$ cat config.mk
export PLATFORM = sky130hd
export DESIGN_NAME = alu_cmd_sequencer
export DESIGN_NICKNAME = d
export VERILOG_FILES = /design/src/rtl/alu_cmd_sequencer.sv
export SDC_FILE = /design/constraint.sdc
export NUM_CORES = 1
export LEC_CHECK = 0
export CAP_MARGIN = 40
export CORE_ASPECT_RATIO = 0.7
export CORE_MARGIN = 8
export CORE_UTILIZATION = 44
export CTS_CLUSTER_DIAMETER = 50
export DETAILED_ROUTE_END_ITERATION = 12
export PLACE_DENSITY = 0.88
export SLEW_MARGIN = 5
export SYNTH_ARGS = -nofsm -noshare
export SYNTH_HDL_FRONTEND = slang
export SYNTH_SLANG_ARGS = --single-unit
$ cat constraint.sdc
create_clock -name clk -period 2.25 [get_ports clk]
set_clock_uncertainty 0.1 [all_clocks]
set_input_delay 0.45 -clock clk [delete_from_list [all_inputs] [get_ports clk]]
set_output_delay 0.45 -clock clk [all_outputs]
set_load 0.1 [all_outputs]
$ cat src/rtl/alu_cmd_sequencer.sv
// Command-level sequencer for the 16-bit ALU breadboard: accepts commands, drives the ALU,
// waits a fixed latency, writes the result into a 32-bit accumulator and returns a response.
module alu_cmd_sequencer #(
    parameter int unsigned ALU_LAT  = 1,
    parameter logic [31:0] ACC_INIT = 32'h0000_0000
) (
    input  logic        clk,
    input  logic        rst,
    input  logic        cmd_valid,
    output logic        cmd_ready,
    input  logic [3:0]  cmd_op,
    input  logic [15:0] cmd_operand,
    output logic [15:0] alu_a,
    output logic [15:0] alu_b,
    output logic [3:0]  alu_op,
    input  logic [31:0] alu_result,
    input  logic [1:0]  alu_error,
    output logic        rsp_valid,
    input  logic        rsp_ready,
    output logic [31:0] rsp_result,
    output logic [1:0]  rsp_error,
    output logic [31:0] acc,
    output logic [1:0]  err_sticky,
    input  logic        clr_err
);

    localparam int unsigned DATA_W = 16;
    localparam int unsigned ACC_W  = 32;
    localparam int unsigned OP_W   = 4;
    localparam int unsigned ERR_W  = 2;
    localparam int unsigned CNT_W  = 4;

    localparam logic [OP_W-1:0] OP_ADD   = 4'b0000;
    localparam logic [OP_W-1:0] OP_SUB   = 4'b0001;
    localparam logic [OP_W-1:0] OP_MUL   = 4'b0010;
    localparam logic [OP_W-1:0] OP_DIV   = 4'b0011;
    localparam logic [OP_W-1:0] OP_MOD   = 4'b0100;
    localparam logic [OP_W-1:0] OP_LOAD  = 4'b1000;
    localparam logic [OP_W-1:0] OP_CLEAR = 4'b1001;
    localparam logic [OP_W-1:0] OP_READ  = 4'b1010;

    localparam logic [ERR_W-1:0] ERR_NONE   = 2'b00;
    localparam logic [ERR_W-1:0] ERR_DIV0   = 2'b10;
    localparam logic [ERR_W-1:0] ERR_UNSUPP = 2'b11;
    localparam logic [ERR_W-1:0] MASK_OVF   = 2'b01;

    typedef enum logic [1:0] {
        S_IDLE = 2'b00,
        S_EXEC = 2'b01,
        S_RESP = 2'b10
    } state_e;

    state_e             state_q, state_d;
    logic [CNT_W-1:0]   cnt_q, cnt_d;
    logic [ACC_W-1:0]   acc_q, acc_d;
    logic [DATA_W-1:0]  alu_a_q, alu_a_d;
    logic [DATA_W-1:0]  alu_b_q, alu_b_d;
    logic [OP_W-1:0]    alu_op_q, alu_op_d;
    logic [ACC_W-1:0]   rsp_result_q, rsp_result_d;
    logic [ERR_W-1:0]   rsp_error_q, rsp_error_d;
    logic [ERR_W-1:0]   err_sticky_q, err_sticky_d;
    logic               rsp_valid_q, rsp_valid_d;
    logic               cmd_ready_q, cmd_ready_d;

    logic               enter_resp;
    logic [ERR_W-1:0]   new_err;
    logic               is_divmod;
    logic [ERR_W-1:0]   err_mask;

    // Error mask for the operation currently held on the ALU.
    always_comb begin
        is_divmod = (alu_op_q == OP_DIV) || (alu_op_q == OP_MOD);
        err_mask  = ((alu_op_q == OP_ADD) || (alu_op_q == OP_SUB)) ? MASK_OVF : ERR_NONE;
    end

    always_comb begin
        state_d      = state_q;
        cnt_d        = cnt_q;
        acc_d        = acc_q;
        alu_a_d      = alu_a_q;
        alu_b_d      = alu_b_q;
        alu_op_d     = alu_op_q;
        rsp_result_d = rsp_result_q;
        rsp_error_d  = rsp_error_q;
        enter_resp   = 1'b0;
        new_err      = ERR_NONE;

        unique case (state_q)
            S_IDLE: begin
                if (cmd_valid && cmd_ready_q) begin
                    if (cmd_op <= OP_MOD) begin
                        alu_a_d  = acc_q[DATA_W-1:0];
                        alu_b_d  = cmd_operand;
                        alu_op_d = cmd_op;
                        cnt_d    = CNT_W'(ALU_LAT - 1);
                        state_d  = S_EXEC;
                    end else begin
                        enter_resp = 1'b1;
                        unique case (cmd_op)
                            OP_LOAD:  acc_d = {{(ACC_W-DATA_W){1'b0}}, cmd_operand};
                            OP_CLEAR: acc_d = '0;
                            OP_READ:  acc_d = acc_q;
                            default:  new_err = ERR_UNSUPP;
                        endcase
                    end
                end
            end
            S_EXEC: begin
                if (cnt_q == '0) begin
                    enter_resp = 1'b1;
                    if (is_divmod && alu_error[1]) begin
                        new_err = ERR_DIV0;
                    end else begin
                        acc_d   = alu_result;
                        new_err = alu_error & err_mask;
                    end
                end else begin
                    cnt_d = cnt_q - CNT_W'(1);
                end
            end
            S_RESP: begin
                if (rsp_ready) begin
                    state_d = S_IDLE;
                end
            end
            default: state_d = S_IDLE;
        endcase

        if (enter_resp) begin
            state_d      = S_RESP;
            rsp_result_d = acc_d;
            rsp_error_d  = new_err;
        end

        // A clear and a fresh error on the same edge leave the fresh bits set.
        err_sticky_d = (clr_err ? ERR_NONE : err_sticky_q) | new_err;
        rsp_valid_d  = (state_d == S_RESP);
        cmd_ready_d  = (state_d == S_IDLE);
    end

    always_ff @(posedge clk) begin
        if (rst) begin
            state_q      <= S_IDLE;
            cnt_q        <= '0;
            acc_q        <= ACC_INIT;
            alu_a_q      <= '0;
            alu_b_q      <= '0;
            alu_op_q     <= OP_ADD;
            rsp_result_q <= '0;
            rsp_error_q  <= ERR_NONE;
            err_sticky_q <= ERR_NONE;
            rsp_valid_q  <= 1'b0;
            cmd_ready_q  <= 1'b1;
        end else begin
            state_q      <= state_d;
            cnt_q        <= cnt_d;
            acc_q        <= acc_d;
            alu_a_q      <= alu_a_d;
            alu_b_q      <= alu_b_d;
            alu_op_q     <= alu_op_d;
            rsp_result_q <= rsp_result_d;
            rsp_error_q  <= rsp_error_d;
            err_sticky_q <= err_sticky_d;
            rsp_valid_q  <= rsp_valid_d;
            cmd_ready_q  <= cmd_ready_d;
        end
    end

    assign cmd_ready  = cmd_ready_q;
    assign alu_a      = alu_a_q;
    assign alu_b      = alu_b_q;
    assign alu_op     = alu_op_q;
    assign rsp_valid  = rsp_valid_q;
    assign rsp_result = rsp_result_q;
    assign rsp_error  = rsp_error_q;
    assign acc        = acc_q;
    assign err_sticky = err_sticky_q;

endmodule
# Yosys cells after proc, flatten, opt, wreduce, memory -nomap -nowiden
# Cells that the tools add are included.
[word_totals]
mem_bits_rw = 0
latch_bits = 0
input_bits = 59
memories = 0
reg_bits = 112
rom_bits = 0
[classes]
eq_ne = 12
mul = 0
n_shift = 0
bitwise_logic = 2
n_addsub = 1
muxes = 27
div_mod_pow = 0
n_reduce_logical = 12
magnitude_cmp = 1
[op_table]
columns = ["op", "n"]
rows = [
  ["two-way mux 32 bit", 4],
  ["one-hot mux 32 bit (2 select lines)", 2],
  ["two-way mux 2 bit", 10],
  ["equality test 4 bit, second input constant", 3],
  ["two-way mux 4 bit", 3],
  ["zero test 4 bit", 2],
  ["one-hot mux 4 bit (2 select lines)", 1],
  ["!= test 2 bit, second input constant", 3],
  ["one-hot mux 2 bit (3 select lines)", 1],
  ["equality test 2 bit, second input constant", 2],
  ["equality test 4 x 1 -> 1 bit, second input constant", 1],
  ["equality test 4 x 2 -> 1 bit, second input constant", 1],
  ["equality test 4 x 3 -> 1 bit, second input constant", 1],
  ["<= comparator 4 x 3 -> 1 bit, second input constant", 1],
  ["zero test 2 bit", 2],
  ["two-way mux 1 bit", 4],
  ["one-hot mux 2 bit (2 select lines)", 1],
  ["AND reduction 4 bit", 1],
  ["subtractor 4 x 1 -> 4 bit, second input constant", 1],
  ["AND reduction 3 bit", 1],
  ["OR reduction 3 bit", 1],
  ["AND 2 x 1 -> 2 bit", 1],
  ["equality test 2 x 1 -> 1 bit, second input constant", 1],
  ["logical AND 1 bit", 2],
  ["other kinds (4)", 5],
]

# Longest topological paths before layout
# Gate-level depths: netlist (run 1).
[logic_depth]
word_depth = 8
depth_mapped = 9

# Worst setup path before layout (run 1)
# OpenSTA, ideal clock, no wires.
[synth_timing]
kind = "register to register"
start = "reg cmd_ready_q, in the netlist cmd_ready"
end = "reg rsp_result_q[20], in the netlist rsp_result[20]"
n_path_buf = 2
stages_incl_launch_ff = 7
arrival_ns = 2.299
synth_period_minus_slack_ns = 2.537
required_time_ns = 2.013
slack_ns = -0.287
cell_sequence = "dfxtp_1 -> nand2_1 -> or4_1 -> buf_6 -> buf_2 -> a31oi_1 -> a211oi_1"
[synth_via]
elab_chain_len = 3
elab_cells_between_ends = 5
cone_classes = "4 x mux; 1 x reduce/logical"
[synth_rtl]
columns = ["element", "line_no", "rtl"]
rows = [
  ["from (decl)", "63", "logic cmd_ready_q, cmd_ready_d;"],
  ["from (signal assigned)", "165", "cmd_ready_q <= cmd_ready_d;"],
  ["logical AND 1 bit *", "90", "if (cmd_valid && cmd_ready_q) begin"],
  ["two-way mux 32 bit / two-way mux 1 bit (equally long branches)", "90", ""],
  ["one-hot mux 32 bit (2 select lines) / one-hot mux 1 bit (2 select lines) (equally long branches)", "88", "unique case (state_q)"],
  ["to (signal assigned)", "161", "rsp_result_q <= rsp_result_d;"],
  ["to (decl)", "59", "logic [ACC_W-1:0] rsp_result_q, rsp_result_d;"],
]
# Every way passes the cells marked *; elsewhere a longest branch is shown, timed or not.
# A chain may end at the register's enable or synchronous reset.

# Worst setup path in the final report (run 1)
[layout_timing]
start = "reg cnt_q[0]"
end = "reg rsp_result_q[3], in the netlist rsp_result[3]"
[layout_via]
elab_chain_len = 3
elab_cells_between_ends = 5
cone_classes = "4 x mux; 1 x reduce/logical"
[layout_rtl]
columns = ["element", "line_no", "rtl"]
rows = [
  ["from (decl)", "54", "logic [CNT_W-1:0] cnt_q, cnt_d;"],
  ["from (signal assigned)", "156", "cnt_q <= cnt_d;"],
  ["zero test 4 bit *", "109", "if (cnt_q == '0) begin"],
  ["two-way mux 32 bit / two-way mux 1 bit (equally long branches)", "109", ""],
  ["one-hot mux 32 bit (2 select lines) / one-hot mux 1 bit (2 select lines) (equally long branches)", "88", ""],
]
# Marks and branches as above.

==> results of run 1 <==
cells by family (layout without fill, tap and decap cells):
| family | Yosys count | after routing | share of synthesized area [%] |
|---|---|---|---|
| simple gates | 203 | 203 | 21.34 |
| compound gates | 159 | 159 | 22.92 |
| flops | 112 | 112 | 50.78 |
| buf+inv | 43 | 232 | 4.080 |
| xor+xnor | 3 | 3 | 0.5952 |
| fa+ha+maj | 1 | 1 | 0.2833 |
layout by cell type, fill, tap and decap left out, drive strengths merged, types with 3 or more instances in the layout:
cell	n
a211oi	26
clkbuf	13
a21o	8
a21oi	53
clkdlybuf4s50	54
xnor2	3
a222oi	10
nor2	66
nand3	7
buf	155
dfxtp	112
clkinv	3
a311oi	6
and3	16
nor3	7
a31oi	16
or2	3
nand2	77
nor3b	4
nand2b	13
o21ai	29
inv	3
a22oi	5
final timing paths:
kind,depth (start not counted),slack [ps],startpoint,end
min reg2reg,2,360,alu_b[3],alu_b[3]
max reg2reg,9,60,cnt_q[0],rsp_result[3]
max,9,60,cnt_q[0],rsp_result[3]
min,2,360,alu_b[3],alu_b[3]
power by group:
part	switching, mW	total, mW	internal, mW
sequential	0.0841	2.19	2.11
clock	0.703	1.56	0.860
combinational	1.26	1.73	0.477
total	2.04	5.49	3.44
routing by layer:
metal / part of all wire, % / global-route usage, %
met1: 43 / 26.46
met2: 46 / 34.93
met3: 9.7 / 8.583
met4: 1.0 / 4.167
met5: 0 / 0
Yosys cell counts (2+ instances only):
cell type  number  area (um^2)
buf_2           9        45.04
clkbuf_1       30        112.6
nand2_1        77        289.0
o21ai_0        25        125.1
nor3b_1         3        22.52
a21oi_1        53        265.3
inv_1           3        11.26
a211oi_1       26        195.2
or3b_1          2        17.52
o21a_1          2        15.01
nor3_1          7        35.03
nand3_1         7        35.03
a31oi_1        16        100.1
nand3b_1        2        15.01
a222oi_1       10        100.1
xnor2_1         3        26.28
nand2b_1       13        81.33
a22oi_1         5        37.54
a21o_1          7        52.55
a311oi_1        6        52.55
or2_2           2        12.51
and3_1         16        100.1
dfxtp_1       112         2242
nor2_1         64        240.2
nor2b_1         2        12.51
o21ai_1         4        20.02
state kept, by name, summed over array words and instances, names as in the netlist:
name and count:
state_q 2, acc 32, cmd_ready 1, rsp_valid 1
alu_a 16, rsp_error 2, cnt_q 4, alu_op 4
err_sticky 2, rsp_result 32, alu_b 16
through the flow:
stage               worst slack [ps]  cell area (um^2)  instances
global route                  -35.67              6619        838
CTS                          0.07039              6551        835
finish                         56.31              6619        838
detailed placement            -428.6              6211        817
floorplan                      5.330              4420        521
global placement              -620.3              6206        816
what timing repair did:
item | in CTS | in global routing
endpoints found under the setup margin | 16 | 29
pin swaps | 7 | 6
gates resized for setup | 13 | 19
buffers inserted | 2 | 2
gates cloned | 0 | 1
hold buffers | 0 | 0
hold endpoints to repair | 0 | 0
final cells by class:
cell class | instances | share of cell area (%)
timing repair buffer | 213 | 27.83
multi-input combinational | 366 | 31.34
clock inverter | 4 | 0.6805
tap | 128 | 2.420
clock buffer | 12 | 3.573
inverter | 3 | 0.1701
sequential | 112 | 33.99
critical path, stage by stage (launching register included):
cell      delay [ps]
dfxtp_2          330
inv_2             70
ha_4             130
or3b_4           410
buf_8            160
a21oi_2          130
o21ai_2           90
buf_2            190
a222oi_1         320
a211oi_1         130
==> flow_summary.ini, run 1 <==
[outcome]
run_status = completed

[flow_run]
maxCapViolations = 0

[grt]
grt_antenna_before_repair = 0
grt_pass1_wl_um = 23390
grt_pass1_vias = 4464
grt_max_degree = 47
grt_usage_pct = 21.53
overflow = 0

[die]
io_pins = 165
die-area_mm2 = 0.01355
core_mm2 = 0.009722
dieHeight_um = 99.81
initial_core_util_pct = 45.42
die_w_um = 135.7
rows = 30

[synthesis]
syn_area_per_cell_um2 = 8.475
ys.flop_type = dfxtp_1
synth_edf_count = 0
syn_area_mm2 = 0.004415
ys_seq_area_share_pct = 50.78
synthCells = 521
async_reset_ff_share_pct = 0
syn-num-nets = 581
synth_seq_cells = 112
yosysWarningCount = 0
synth_cell_types = 41

[worst_setup_path]
start_kind = flip-flop
cp_max_fo = 8
crit_type = flip-flop to flip-flop
required_ps = 2370
crit_arrival_ps = 2320
end_kind = flip-flop

[sta]
max_slew_margin_pct = 63.28
worst_pin_slew_ps = 547.1
fin_crit_ps = 2194
hold_slack_ps = 355.7
slew_viol_final = 0
max_freq_mhz = 455.9
period_share_pct = 97.50
setup_violations = 0
tns_ps = 0
hold_viol = 0

[detailed_routing]
post_drt_wl_per_cell_um = 18.08
via_per_inst = 5.477
post-route-drc-count = 0
via_count = 4590
detail-route-antenna-nets = 0
first_iter_violations = 378
postRouteWirelength_um = 15150
dr.pass1.iters = 6

[cells_and_area]
utilization_pct = 68.08
final_nets = 765
regArea_mm2 = 0.002250
layout-drive-gt1-share_pct = 27.89
multi_input_area_mm2 = 0.002074
antenna_cells = 0
synthToLayoutAreaGrowth_pct = 49.90
fillers = 757

[pwr]
leakage_nw = 2.728
power_mw = 5.485
power_density_mw_per_mm2 = 828.7
peakVddDrop_mv = 0.4935

[clocking]
cts_buffer_depth = 2
cts_tree = done
cts_sinks = 112
numCtsBuffers = 9
worstSkewPairLatency_ps = 350
clkTransAtPathRegs_ps = 70
h-tree-depth = 3
cts-root-buf = clkbuf_16

[hold_path]
min_path_type = flip-flop to flip-flop

[place]
port_buffers = 164
gp_congestion = 0.8899
place_hpwl_um = 11360
Power figures use the tool's default switching activity.
==> run 2, diff against run 1 <==
--- a/config.mk
+++ b/config.mk
@@ -9,7 +9,7 @@
 export CORE_ASPECT_RATIO = 0.7
 export CORE_MARGIN = 8
 export CORE_UTILIZATION = 44
-export CTS_CLUSTER_DIAMETER = 50
+export CTS_CLUSTER_DIAMETER = 200
 export DETAILED_ROUTE_END_ITERATION = 12
 export PLACE_DENSITY = 0.88
 export SLEW_MARGIN = 5
==> results of run 2 <==
No change in the layout: final DEF, timing and power equal those of run 1.
